File: config.mk
export PLATFORM = sky130hd
export DESIGN_NAME = vga_frame_monitor
export DESIGN_NICKNAME = d
export VERILOG_FILES = /design/src/rtl/vga_mon_pkg.sv /design/src/rtl/vga_edge_det.sv /design/src/rtl/vga_frame_monitor.sv
export SDC_FILE = /design/constraint.sdc
export NUM_CORES = 1
export LEC_CHECK = 0
export ABC_CLOCK_PERIOD_IN_PS = 9110
export BUFFER_PORTS_ARGS = -buffer_cell sky130_fd_sc_hd__buf_2
export CAP_MARGIN = 5
export CORE_MARGIN = 2
export CORE_UTILIZATION = 60
export CTS_BUF_LIST = sky130_fd_sc_hd__clkbuf_8
export CTS_CLUSTER_DIAMETER = 120
export DETAILED_ROUTE_END_ITERATION = 10
export GPL_ROUTABILITY_DRIVEN = 0
export GPL_TIMING_DRIVEN = 0
export PLACE_DENSITY = 0.82
export SYNTH_ARGS = -nofsm -noshare
export SYNTH_HDL_FRONTEND = slang
export SYNTH_SLANG_ARGS = --single-unit
File: constraint.sdc
create_clock -name clk -period 9.11 [get_ports clk]
set_clock_uncertainty 0.2 [all_clocks]
set_input_delay 0.4555 -clock clk [delete_from_list [all_inputs] [get_ports clk]]
set_output_delay 0.4555 -clock clk [all_outputs]
set_load 0.1 [all_outputs]
File: src/rtl/vga_mon_pkg.sv
// Shared types and default 640x480 timing for the VGA frame monitor.
package vga_mon_pkg;

  localparam int COORD_W = 10;

  localparam int DEF_H_TOTAL  = 800;
  localparam int DEF_V_TOTAL  = 525;
  localparam int DEF_H_ACTIVE = 640;
  localparam int DEF_V_ACTIVE = 480;
  localparam logic [23:0] DEF_TARGET_RGB = 24'hFF0000;

  localparam logic [COORD_W-1:0] COORD_MAX = '1;

  typedef enum logic [1:0] {
    SEARCH  = 2'd0,
    ACQUIRE = 2'd1,
    LOCKED  = 2'd2
  } mon_state_t;

  // Counters stick at all-ones so an overlong line or frame can never wrap into a pass.
  function automatic logic [COORD_W-1:0] sat_inc(input logic [COORD_W-1:0] v);
    return (v == COORD_MAX) ? v : v + 1'b1;
  endfunction

endpackage

File: src/rtl/vga_edge_det.sv
// Falling-edge detector for one sync line, sampled only on pixel strobes.
module vga_edge_det (
  input  logic clk,
  input  logic reset,
  input  logic pix_en,
  input  logic din,
  output logic fall
);

  logic q_reg;

  // Resets low so a sync already low at reset release is not mistaken for an edge.
  always_ff @(posedge clk or negedge reset) begin
    if (!reset) begin
      q_reg <= 1'b0;
    end else if (pix_en) begin
      q_reg <= din;
    end
  end

  assign fall = pix_en & q_reg & ~din;

endmodule

File: src/rtl/vga_frame_monitor.sv
// Recovers VGA raster timing, verifies geometry, locks, and reports the first target-colour pixel per frame.
// Optional bounding-box outputs are built when VGA_MON_BBOX_EN is defined.
module vga_frame_monitor
  import vga_mon_pkg::*;
#(
  parameter int          H_TOTAL    = DEF_H_TOTAL,
  parameter int          V_TOTAL    = DEF_V_TOTAL,
  parameter int          H_ACTIVE   = DEF_H_ACTIVE,
  parameter int          V_ACTIVE   = DEF_V_ACTIVE,
  parameter logic [23:0] TARGET_RGB = DEF_TARGET_RGB
) (
  input  logic        clk,
  input  logic        reset,
  input  logic        pix_en,
  input  logic        vga_hs,
  input  logic        vga_vs,
  input  logic        vga_blank,
  input  logic [7:0]  vga_r,
  input  logic [7:0]  vga_g,
  input  logic [7:0]  vga_b,
  output logic        locked,
  output logic        frame_done,
  output logic        geom_err,
  output logic        hit_valid,
  output logic [9:0]  hit_x,
  output logic [9:0]  hit_y,
  output logic [15:0] frame_cnt
`ifdef VGA_MON_BBOX_EN
  ,
  output logic [9:0]  bbox_min_x,
  output logic [9:0]  bbox_max_x,
  output logic [9:0]  bbox_min_y,
  output logic [9:0]  bbox_max_y
`endif
);

  localparam logic [COORD_W-1:0] H_LAST = COORD_W'(H_TOTAL - 1);
  localparam logic [COORD_W-1:0] H_ACT  = COORD_W'(H_ACTIVE);
  localparam logic [COORD_W-1:0] V_TOT  = COORD_W'(V_TOTAL);
  localparam logic [COORD_W-1:0] V_ACT  = COORD_W'(V_ACTIVE);

  logic [1:0] sync_in;
  logic [1:0] sync_fall;
  logic       hs_fall;
  logic       vs_fall;

  assign sync_in = {vga_vs, vga_hs};

  genvar gi;
  for (gi = 0; gi < 2; gi++) begin : g_edge
    vga_edge_det u_edge (
      .clk    (clk),
      .reset  (reset),
      .pix_en (pix_en),
      .din    (sync_in[gi]),
      .fall   (sync_fall[gi])
    );
  end

  assign hs_fall = sync_fall[0];
  assign vs_fall = sync_fall[1];

  mon_state_t         state_reg, state_next;
  logic [COORD_W-1:0] h_cnt_reg, h_cnt_next;
  logic [COORD_W-1:0] act_px_reg, act_px_next;
  logic [COORD_W-1:0] v_cnt_reg, v_cnt_next;
  logic [COORD_W-1:0] act_lines_reg, act_lines_next;
  logic               mismatch_reg, mismatch_next;
  logic               match_reg, match_next;
  logic [COORD_W-1:0] shadow_x_reg, shadow_x_next;
  logic [COORD_W-1:0] shadow_y_reg, shadow_y_next;
  logic               frame_done_reg, frame_done_next;
  logic               geom_err_reg, geom_err_next;
  logic               hit_valid_reg, hit_valid_next;
  logic [COORD_W-1:0] hit_x_reg, hit_x_next;
  logic [COORD_W-1:0] hit_y_reg, hit_y_next;
  logic [15:0]        frame_cnt_reg, frame_cnt_next;
`ifdef VGA_MON_BBOX_EN
  logic [COORD_W-1:0] acc_min_x_reg, acc_min_x_next;
  logic [COORD_W-1:0] acc_max_x_reg, acc_max_x_next;
  logic [COORD_W-1:0] acc_min_y_reg, acc_min_y_next;
  logic [COORD_W-1:0] acc_max_y_reg, acc_max_y_next;
  logic [COORD_W-1:0] bbox_min_x_reg, bbox_min_x_next;
  logic [COORD_W-1:0] bbox_max_x_reg, bbox_max_x_next;
  logic [COORD_W-1:0] bbox_min_y_reg, bbox_min_y_next;
  logic [COORD_W-1:0] bbox_max_y_reg, bbox_max_y_next;
`endif

  logic               fail_h;
  logic               fail_v;
  logic               chk_fail;
  logic [COORD_W-1:0] px_x;

  always_comb begin
    state_next      = state_reg;
    h_cnt_next      = h_cnt_reg;
    act_px_next     = act_px_reg;
    v_cnt_next      = v_cnt_reg;
    act_lines_next  = act_lines_reg;
    mismatch_next   = mismatch_reg;
    match_next      = match_reg;
    shadow_x_next   = shadow_x_reg;
    shadow_y_next   = shadow_y_reg;
    frame_done_next = 1'b0;
    geom_err_next   = 1'b0;
    hit_valid_next  = hit_valid_reg;
    hit_x_next      = hit_x_reg;
    hit_y_next      = hit_y_reg;
    frame_cnt_next  = frame_cnt_reg;
`ifdef VGA_MON_BBOX_EN
    acc_min_x_next  = acc_min_x_reg;
    acc_max_x_next  = acc_max_x_reg;
    acc_min_y_next  = acc_min_y_reg;
    acc_max_y_next  = acc_max_y_reg;
    bbox_min_x_next = bbox_min_x_reg;
    bbox_max_x_next = bbox_max_x_reg;
    bbox_min_y_next = bbox_min_y_reg;
    bbox_max_y_next = bbox_max_y_reg;
`endif
    fail_h   = 1'b0;
    fail_v   = 1'b0;
    chk_fail = 1'b0;
    px_x     = '0;

    if (pix_en) begin
      h_cnt_next = sat_inc(h_cnt_reg);

      if (hs_fall) begin
        fail_h = (h_cnt_reg != H_LAST) ||
                 ((act_px_reg != '0) && (act_px_reg != H_ACT));
        h_cnt_next  = '0;
        act_px_next = '0;
        v_cnt_next  = sat_inc(v_cnt_reg);
        if (act_px_reg != '0) begin
          act_lines_next = sat_inc(act_lines_reg);
        end
      end

      // Frame checks see the line totals already updated by a coincident HS fall.
      if (vs_fall) begin
        fail_v = (v_cnt_next != V_TOT) || (act_lines_next != V_ACT);
        v_cnt_next     = '0;
        act_lines_next = '0;
      end

      chk_fail = (state_reg != SEARCH) && (fail_h || fail_v);

      if (vs_fall) begin
        frame_done_next = 1'b1;
        mismatch_next   = 1'b0;
        match_next      = 1'b0;
`ifdef VGA_MON_BBOX_EN
        acc_min_x_next  = COORD_MAX;
        acc_max_x_next  = '0;
        acc_min_y_next  = COORD_MAX;
        acc_max_y_next  = '0;
`endif
        case (state_reg)
          SEARCH: state_next = ACQUIRE;
          ACQUIRE: begin
            if (!mismatch_reg && !chk_fail) begin
              state_next = LOCKED;
            end
          end
          LOCKED: begin
            if (!chk_fail) begin
              frame_cnt_next = frame_cnt_reg + 16'd1;
              hit_valid_next = match_reg;
              if (match_reg) begin
                hit_x_next = shadow_x_reg;
                hit_y_next = shadow_y_reg;
`ifdef VGA_MON_BBOX_EN
                bbox_min_x_next = acc_min_x_reg;
                bbox_max_x_next = acc_max_x_reg;
                bbox_min_y_next = acc_min_y_reg;
                bbox_max_y_next = acc_max_y_reg;
`endif
              end
            end
          end
          default: state_next = SEARCH;
        endcase
      end else if (chk_fail) begin
        mismatch_next = 1'b1;
        match_next    = 1'b0;
      end

      if (chk_fail && (state_reg == LOCKED)) begin
        geom_err_next = 1'b1;
        state_next    = ACQUIRE;
      end

      // Coordinates come from the post-sync counters, so a sync pixel starts the new line/frame.
      if (vga_blank) begin
        px_x        = act_px_next;
        act_px_next = sat_inc(act_px_next);
        if ({vga_r, vga_g, vga_b} == TARGET_RGB) begin
          if (!match_next) begin
            match_next    = 1'b1;
            shadow_x_next = px_x;
            shadow_y_next = act_lines_next;
          end
`ifdef VGA_MON_BBOX_EN
          if (px_x < acc_min_x_next)           acc_min_x_next = px_x;
          if (px_x > acc_max_x_next)           acc_max_x_next = px_x;
          if (act_lines_next < acc_min_y_next) acc_min_y_next = act_lines_next;
          if (act_lines_next > acc_max_y_next) acc_max_y_next = act_lines_next;
`endif
        end
      end
    end
  end

  always_ff @(posedge clk or negedge reset) begin
    if (!reset) begin
      state_reg      <= SEARCH;
      h_cnt_reg      <= '0;
      act_px_reg     <= '0;
      v_cnt_reg      <= '0;
      act_lines_reg  <= '0;
      mismatch_reg   <= 1'b0;
      match_reg      <= 1'b0;
      shadow_x_reg   <= '0;
      shadow_y_reg   <= '0;
      frame_done_reg <= 1'b0;
      geom_err_reg   <= 1'b0;
      hit_valid_reg  <= 1'b0;
      hit_x_reg      <= '0;
      hit_y_reg      <= '0;
      frame_cnt_reg  <= '0;
`ifdef VGA_MON_BBOX_EN
      acc_min_x_reg  <= COORD_MAX;
      acc_max_x_reg  <= '0;
      acc_min_y_reg  <= COORD_MAX;
      acc_max_y_reg  <= '0;
      bbox_min_x_reg <= '0;
      bbox_max_x_reg <= '0;
      bbox_min_y_reg <= '0;
      bbox_max_y_reg <= '0;
`endif
    end else begin
      state_reg      <= state_next;
      h_cnt_reg      <= h_cnt_next;
      act_px_reg     <= act_px_next;
      v_cnt_reg      <= v_cnt_next;
      act_lines_reg  <= act_lines_next;
      mismatch_reg   <= mismatch_next;
      match_reg      <= match_next;
      shadow_x_reg   <= shadow_x_next;
      shadow_y_reg   <= shadow_y_next;
      frame_done_reg <= frame_done_next;
      geom_err_reg   <= geom_err_next;
      hit_valid_reg  <= hit_valid_next;
      hit_x_reg      <= hit_x_next;
      hit_y_reg      <= hit_y_next;
      frame_cnt_reg  <= frame_cnt_next;
`ifdef VGA_MON_BBOX_EN
      acc_min_x_reg  <= acc_min_x_next;
      acc_max_x_reg  <= acc_max_x_next;
      acc_min_y_reg  <= acc_min_y_next;
      acc_max_y_reg  <= acc_max_y_next;
      bbox_min_x_reg <= bbox_min_x_next;
      bbox_max_x_reg <= bbox_max_x_next;
      bbox_min_y_reg <= bbox_min_y_next;
      bbox_max_y_reg <= bbox_max_y_next;
`endif
    end
  end

  assign locked     = (state_reg == LOCKED);
  assign frame_done = frame_done_reg;
  assign geom_err   = geom_err_reg;
  assign hit_valid  = hit_valid_reg;
  assign hit_x      = hit_x_reg;
  assign hit_y      = hit_y_reg;
  assign frame_cnt  = frame_cnt_reg;
`ifdef VGA_MON_BBOX_EN
  assign bbox_min_x = bbox_min_x_reg;
  assign bbox_max_x = bbox_max_x_reg;
  assign bbox_min_y = bbox_min_y_reg;
  assign bbox_max_y = bbox_max_y_reg;
`endif

endmodule
==> impl_metrics.yaml, run 1 <==
sta:
  max_slew_margin_vs_limit_pct: 53.6
  hold_violations: 0
  worst_pin_slew_ps: 696
  setup_tns_ps: 0
  fin_crit_ps: 4190
  rsz0062_at_grt: "no"
  holdWs_ps: 131
  worst_slack_ps: 4920
  fin_crit_sh_pct: 46.0
  max_freq_mhz: 238
  finalMaxSlewViolations: 0
  report.final.setup_viol: 0
global_route:
  grt_util_overall_pct: 25.6
  global_route_wire_length_before_repair_um: 20100
  antenna_found_initial: 0
  globalRoute.busiestLayer: "met2"
  globalRouteOverflowTotal: 0
  largest_net_degree_at_the_start_of_global_routing: 58
  grt_pass1_vias: 4256
  grt_util_met1_pct: 33.3
  met2_capacity_usage_during_global_routing_pct: 42.3
  met3_capacity_usage_during_global_routing_pct: 4.54
drt:
  drt_iter0_drc: 219
  drt_drc_violations_left: 0
  drt-pass1-iter-count: 5
  number_of_vias_per_cell: 6.13
  final_antenna_net_count: 0
  average_wire_per_cell_in_the_routed_design_um: 16.4
  num_vias: 4380
  routed_wl_um: 11700
power_and_ir_drop:
  p_leak_uw: 0.00294
  powerDensity_nw_per_um2: 150
  worst_ir_drop_on_vdd_mv: 0.0927
cts:
  post_cts_resized: 0
  cts-root-buf: "sky130_fd_sc_hd__clkbuf_8"
  cts-htree-levels: 3
  worstSkewPairLatency_ps: 380
  cts.sink_count: 105
  tritoncts.num_buffers: 9
  cts_max_path_buffers: 2
  clkTransAtPathRegs_ps: 100
  cts_tree: "built"
critical_path:
  reg2reg_setup_slack_ps: 4920
  cp_data_arrival_time_ps: 4260
  number_of_cells_traversed_by_the_worst_register_to_register_path: 10
  startpoint: "act_px_reg[8]"
  critical_path_peak_fanout: 10
  end_kind: "flop"
  critical_path_required_ps: 9180
  r2r-start: "act_px_reg[8]"
  setup.worst_path.class: "flop to flop"
  type_of_element_launching_the_critical_path: "flop"
  rr_endpoint: "hit_y[8]"
synth:
  proportion_of_netlist_area_held_by_the_largest_area_contributor_pct: 49.1
  yosys_most_used_dff: "sky130_fd_sc_hd__dfrtp_1"
  synthesized_area_divided_by_synthesized_cell_count_sq_um: 10.3
  synth_fp_nets: 555
  yosysWarningCount: 0
  synth-seq-cells: 105
  synth-edff-count: 0
  synth_top_cell_by_area: "sky130_fd_sc_hd__dfrtp_1"
  synth_cell_types: 59
  async_reset_ff_share_pct: 100
  synth_area_leaders: "sky130_fd_sc_hd__dfrtp_1, sky130_fd_sc_hd__mux2_4, sky130_fd_sc_hd__nand2_1"
  netlist_area_sq_um: 5360
  post_synth_inst_count: 520
  synth-seq-area-share_pct: 49.1
min_path:
  worstHoldPathType: "primary input to flop"
  hold-path-endpoint: "g_edge[1].u_edge.q_reg"
  min-delay-start: "vga_vs"
  worst_hold_path.num_cells: 2
place:
  dp_slack_ps: 4930
  port_buffers: 69
  place_area_sq_um: 5870
  sum_of_net_half_perimeters_after_detailed_placement_um: 8480
die:
  start_util_pct: 61.7
  die_area_sq_um: 9700
  die_x_um: 98.5
  core-area_sq_um: 8680
  placementRows: 34
  die-height_um: 98.5
  ioPinCount: 70
finish:
  largest_register_ff_count: 16
  drive_gt1_share_pct: 22.4
  mostFrequentLayoutCell: "sky130_fd_sc_hd__dfrtp_1"
  finish.net_count: 637
  antenna_cells_inserted: 0
  postLayoutCellArea_sq_um: 6090
  final.fill_count: 642
  layout_common_cells: "sky130_fd_sc_hd__dfrtp_1, sky130_fd_sc_hd__buf_2, sky130_fd_sc_hd__nand2_1, sky130_fd_sc_hd__nand3_1, sky130_fd_sc_hd__o21ai_0"
  area_growth_syn_to_layout_pct: 13.6
run_status:
  run_status: "finished, final reports clean"
flow_run:
  drv.max_cap_violation_count: 0
==> cells in the mapped netlist, drive strengths merged, types with 2 or more instances <==
library cell	n
a41oi	2
a21oi	19
xnor2	13
mux2	37
a211oi	3
ha	5
nand3	33
buf	8
nor2b	6
inv	11
and3	5
nand2	61
and4	3
nor3	12
o21ai	30
xor2	17
mux2i	4
nor4	16
and2	5
or2	2
and4b	2
or3	3
a31oi	16
a22o	4
o2bb2ai	2
nor2	29
nand4	13
nand2b	8
o31ai	5
or4	6
nand4b	3
clkbuf	16
dfrtp	105
==> report_power, final <==
group	leakage, uW	internal [uW]	switching (uW)	total (uW)
combinational	0.00140	40.9	64.8	106
clock	0.000107	132	174	306
sequential	0.00144	483	18.8	502
==> worst max-delay path: stages, from the launching register on <==
cell                      delay (ps)
sky130_fd_sc_hd__dfrtp_1         450
sky130_fd_sc_hd__or4_4           580
sky130_fd_sc_hd__o41a_4          490
sky130_fd_sc_hd__buf_6           160
sky130_fd_sc_hd__a311o_1         360
sky130_fd_sc_hd__nor4b_1         330
sky130_fd_sc_hd__nand4_1         200
sky130_fd_sc_hd__nor4_4          590
sky130_fd_sc_hd__nand2_2         190
sky130_fd_sc_hd__buf_6           210
sky130_fd_sc_hd__mux2_4          310
==> kinds of logic after synthesis <==
family | after synthesis | synth area share, %
AND/OR/NAND/NOR | 211 | 20.7
flip-flops | 105 | 49.1
AO/OA/AOI/OAI | 93 | 11.1
multiplexers | 41 | 9.93
buffers and inverters | 35 | 3.04
XOR/XNOR | 30 | 4.91
adder cells (fa/ha/maj) | 5 | 1.17
==> timing repair <==
item,4_1_cts,5_1_grt
buffers inserted,0,0
hold endpoints to repair,48,0
endpoints found under the setup margin,0,0
hold buffers,1,0
==> layout make-up <==
class                   instances  area, sq um  share of cell area, %
well taps                     108          135                   2.22
clock inverters                 7         86.3                   1.42
multi-input cells             380         2560                   42.1
clock buffers                   9          124                   2.04
inverters                      11         41.3                  0.678
plain buffers                  24          121                   1.99
repair buffers                 71          385                   6.33
flip-flops and latches        105         2630                   43.2
==> through the flow <==
step                      utilization, %  power [uW]  cells
final                               70.1         914    715
after global routing                70.1         955    715
after CTS                           70.1         920    715
after detailed placement            67.6         616    698
after global placement              67.2         609    697
after floorplan                        -         575    520
==> layer usage <==
metal / share of wire [%] / up-vias / wire (um)
met4: 2.5 / 0 / 296
met1: 42 / 2123 / 4950
met5: 0 / - / 0
met2: 49 / 175 / 5720
met3: 6.3 / 23 / 742
li1: - / 2059 / -
==> worst max-delay path by stage <==
stage,end,slack (ps),cells after the start
after floorplan,hit_x[0],5280,6
after global placement,hit_y[6],4990,11
after detailed placement,hit_y[8],4930,11
after CTS,hit_y[8],4960,10
after global routing,hit_y[8],4830,10
final,hit_y[8],4920,10
Power figures use the tool's default switching activity.
==> run 2, diff against run 1 <==
- ABC_AREA: not set -> 1
- ABC_CLOCK_PERIOD_IN_PS: 9110 -> 4400
- clock period: 9.11 -> 4.4 ns (I/O delays scaled with it)
==> impl_metrics.yaml, run 2 <==
run_status:
  run_status: "finished, final reports clean"
power_and_ir_drop:
  p_seq_share_pct: 49.7
  switching_share_pct: 37.5
  worst_ir_drop_on_vdd_mv: 0.192
  power.switching_uw: 851
  p_leak_uw: 0.00337
  comb_power_share_pct: 25.0
  powerDensity_nw_per_um2: 368
  power.clock.fraction_pct: 25.3
  power_report.internal_total_uw: 1420
drt:
  drt-pass1-iter-count: 7
  number_of_vias_per_cell: 5.56
  final_antenna_net_count: 0
  routed_wl_um: 12200
  drt_drc_violations_left: 0
  num_vias: 4975
  drt_iter0_drc: 324
  average_wire_per_cell_in_the_routed_design_um: 13.7
cts:
  post_cts_resized: 0
  cts.sink_count: 105
  tritoncts.num_buffers: 9
  post_cts_buffers: 0
  worstSkewPairLatency_ps: 380
  cts-htree-levels: 3
  clkTransAtPathRegs_ps: 110
  cts-root-buf: "sky130_fd_sc_hd__clkbuf_8"
  quantity_of_hold_fixing_buffers_added_after_cts: 4
  cts_max_path_buffers: 2
  cts_tree: "built"
synth:
  proportion_of_netlist_area_held_by_the_largest_area_contributor_pct: 48.3
  yosys_most_used_dff: "sky130_fd_sc_hd__dfrtp_1"
  synth-edff-count: 0
  netlist_area_sq_um: 5440
  synth_cell_types: 40
  synth_fp_nets: 733
  post_synth_inst_count: 698
  synth_top_cell_by_area: "sky130_fd_sc_hd__dfrtp_1"
  synth-seq-cells: 105
  most_frequent_cell_after_synthesis: "sky130_fd_sc_hd__nand2_1"
  async_reset_ff_share_pct: 100
  synth_area_leaders: "sky130_fd_sc_hd__dfrtp_1, sky130_fd_sc_hd__nand2_1, sky130_fd_sc_hd__nand3_1"
  synth-seq-area-share_pct: 48.3
  synthTopCellsByCount: "sky130_fd_sc_hd__nand2_1, sky130_fd_sc_hd__dfrtp_1, sky130_fd_sc_hd__inv_1"
  synthesized_area_divided_by_synthesized_cell_count_sq_um: 7.79
  yosysWarningCount: 0
die:
  placementRows: 34
  start_util_pct: 62.1
  ioPinCount: 70
  die_x_um: 99.2
  core-area_sq_um: 8760
  die-height_um: 99.2
  die_area_sq_um: 9840
global_route:
  globalRouteOverflowTotal: 0
  global_route_wire_length_before_repair_um: 21000
  grt_util_overall_pct: 26.1
  grt_pass1_vias: 4705
  antenna_found_initial: 0
  largest_net_degree_at_the_start_of_global_routing: 74
min_path:
  hold-path-endpoint: "shadow_y_reg[0]"
  worst_hold_path.num_cells: 5
  worstHoldPathType: "primary input to flop"
  min-delay-start: "vga_g[6]"
critical_path:
  rr_endpoint: "act_px_reg[5]"
  crit_chain: "dlygate4sd3_1 > buf_2 > inv_1 > nand3_4 > inv_4 > buf_4 > clkbuf_1 > nor2_1 > ha_1 > inv_1 > nor3_1 > nand3_1 > inv_1 > nand3_1 > nand2_1 > nor2_1 > inv_1 > nor4_1 > nand2_1 > xnor2_1"
  type_of_element_launching_the_critical_path: "primary input"
  critical_path_peak_fanout: 10
  number_of_cells_traversed_by_the_worst_register_to_register_path: 17
  critical_path_required_ps: 4460
  timing.critical_path.slowest_stage_cell: "sky130_fd_sc_hd__dlygate4sd3_1"
  cp_data_arrival_time_ps: 3600
  r2r-start: "g_edge[0].u_edge.q_reg"
  setup.worst_path.class: "primary input to flop"
  end_kind: "flop"
  crit_path_frequent_cell: "sky130_fd_sc_hd__inv_1"
  slowest_delay_ps: 530
  reg2reg_setup_slack_ps: 1040
sta:
  finalMaxSlewViolations: 0
  hold_violations: 0
  setup_tns_ps: 0
  rsz0062_at_grt: "no"
  max_slew_margin_vs_limit_pct: 41.6
  fin_crit_ps: 3540
  worst_pin_slew_ps: 868
  fin_crit_sh_pct: 80.5
  max_freq_mhz: 282
  report.final.setup_viol: 0
finish:
  finish.net_count: 817
  layout_common_cells: "sky130_fd_sc_hd__nand2_1, sky130_fd_sc_hd__dfrtp_1, sky130_fd_sc_hd__inv_1, sky130_fd_sc_hd__nor2_1, sky130_fd_sc_hd__buf_2"
  layout.core_utilization_pct: 70.4
  mostFrequentLayoutCell: "sky130_fd_sc_hd__nand2_1"
  postLayoutCellArea_sq_um: 6170
  largest_register_ff_count: 16
  drive_gt1_share_pct: 14.7
  antenna_cells_inserted: 0
  final.fill_count: 700
  area_growth_syn_to_layout_pct: 13.5
flow_run:
  drv.max_cap_violation_count: 0
place:
  port_buffers: 68
  place_area_sq_um: 5950
  sum_of_net_half_perimeters_after_detailed_placement_um: 9200
run 2: final cells by class:
type,count,area [sq um],area share (%)
multi-input cells,490,2390,38.8
inverters,83,314,5.09
well taps,108,135,2.19
repair buffers,73,410,6.65
clock buffers,9,124,2.01
plain buffers,20,105,1.70
flip-flops and latches,105,2630,42.6
clock inverters,7,63.8,1.03
run 2: per-stage QoR:
stage / hold slack (ps) / setup WS, ps / std cells / power (uW)
finish: 68.1 / 858 / 895 / 2270
global route: 83.3 / 617 / 895 / 2390
CTS: 47.3 / 915 / 895 / 2280
detailed placement: 7.70 / 1070 / 875 / 1710
global placement: 261 / 1140 / 874 / 1680
floorplan: -276 / 1670 / 698 / 1560
run 2: worst max path at each step:
stage,depth (start not counted),start,slack (ps),endpoint
after floorplan,17,g_edge[0].u_edge.q_reg,1670,act_px_reg[5]
after global placement,19,vga_hs,1140,act_px_reg[5]
after detailed placement,19,vga_hs,1070,act_px_reg[5]
after CTS,20,vga_hs,910,act_px_reg[5]
after global routing,20,vga_hs,620,act_px_reg[5]
final,20,vga_hs,860,act_px_reg[5]
run 2: logic make-up after synthesis:
| family | share of synthesized area [%] |
|---|---|
| AOI/OAI and AO/OA | 6.49 |
| xor gates and xnor gates | 4.35 |
| buffers and inverters | 7.70 |
| muxes | 0.184 |
| DFF | 48.3 |
| and+or+nand+nor | 31.8 |
| adders and majority gates | 1.15 |
run 2: power by group through the flow:
stage / registers (uW) / clock network [uW] / logic (uW)
4_1_cts: 1130 / 585 / 567
2_1_floorplan: 1230 / 0 / 326
3_3_place_gp: 1140 / 0 / 538
3_5_place_dp: 1150 / 0 / 562
6_report: 1130 / 575 / 568
5_1_grt: 1140 / 622 / 631
run 2: worst max-delay path, delay by kind of cell:
kind          cells  cell delay (ps)
xor+xnor          1              150
buf+inv           9             1720
fa+ha+maj         1              220
simple gates      9             1300
run 2: metal layers:
| metal | global-route usage [%] | up-vias | routed length, um |
|---|---|---|---|
| met5 | 0 | - | 0 |
| met4 | 10.1 | 0 | 307 |
| met3 | 4.36 | 35 | 563 |
| met2 | 44.7 | 165 | 6160 |
| met1 | 33.3 | 2361 | 5210 |
| li1 | - | 2414 | - |
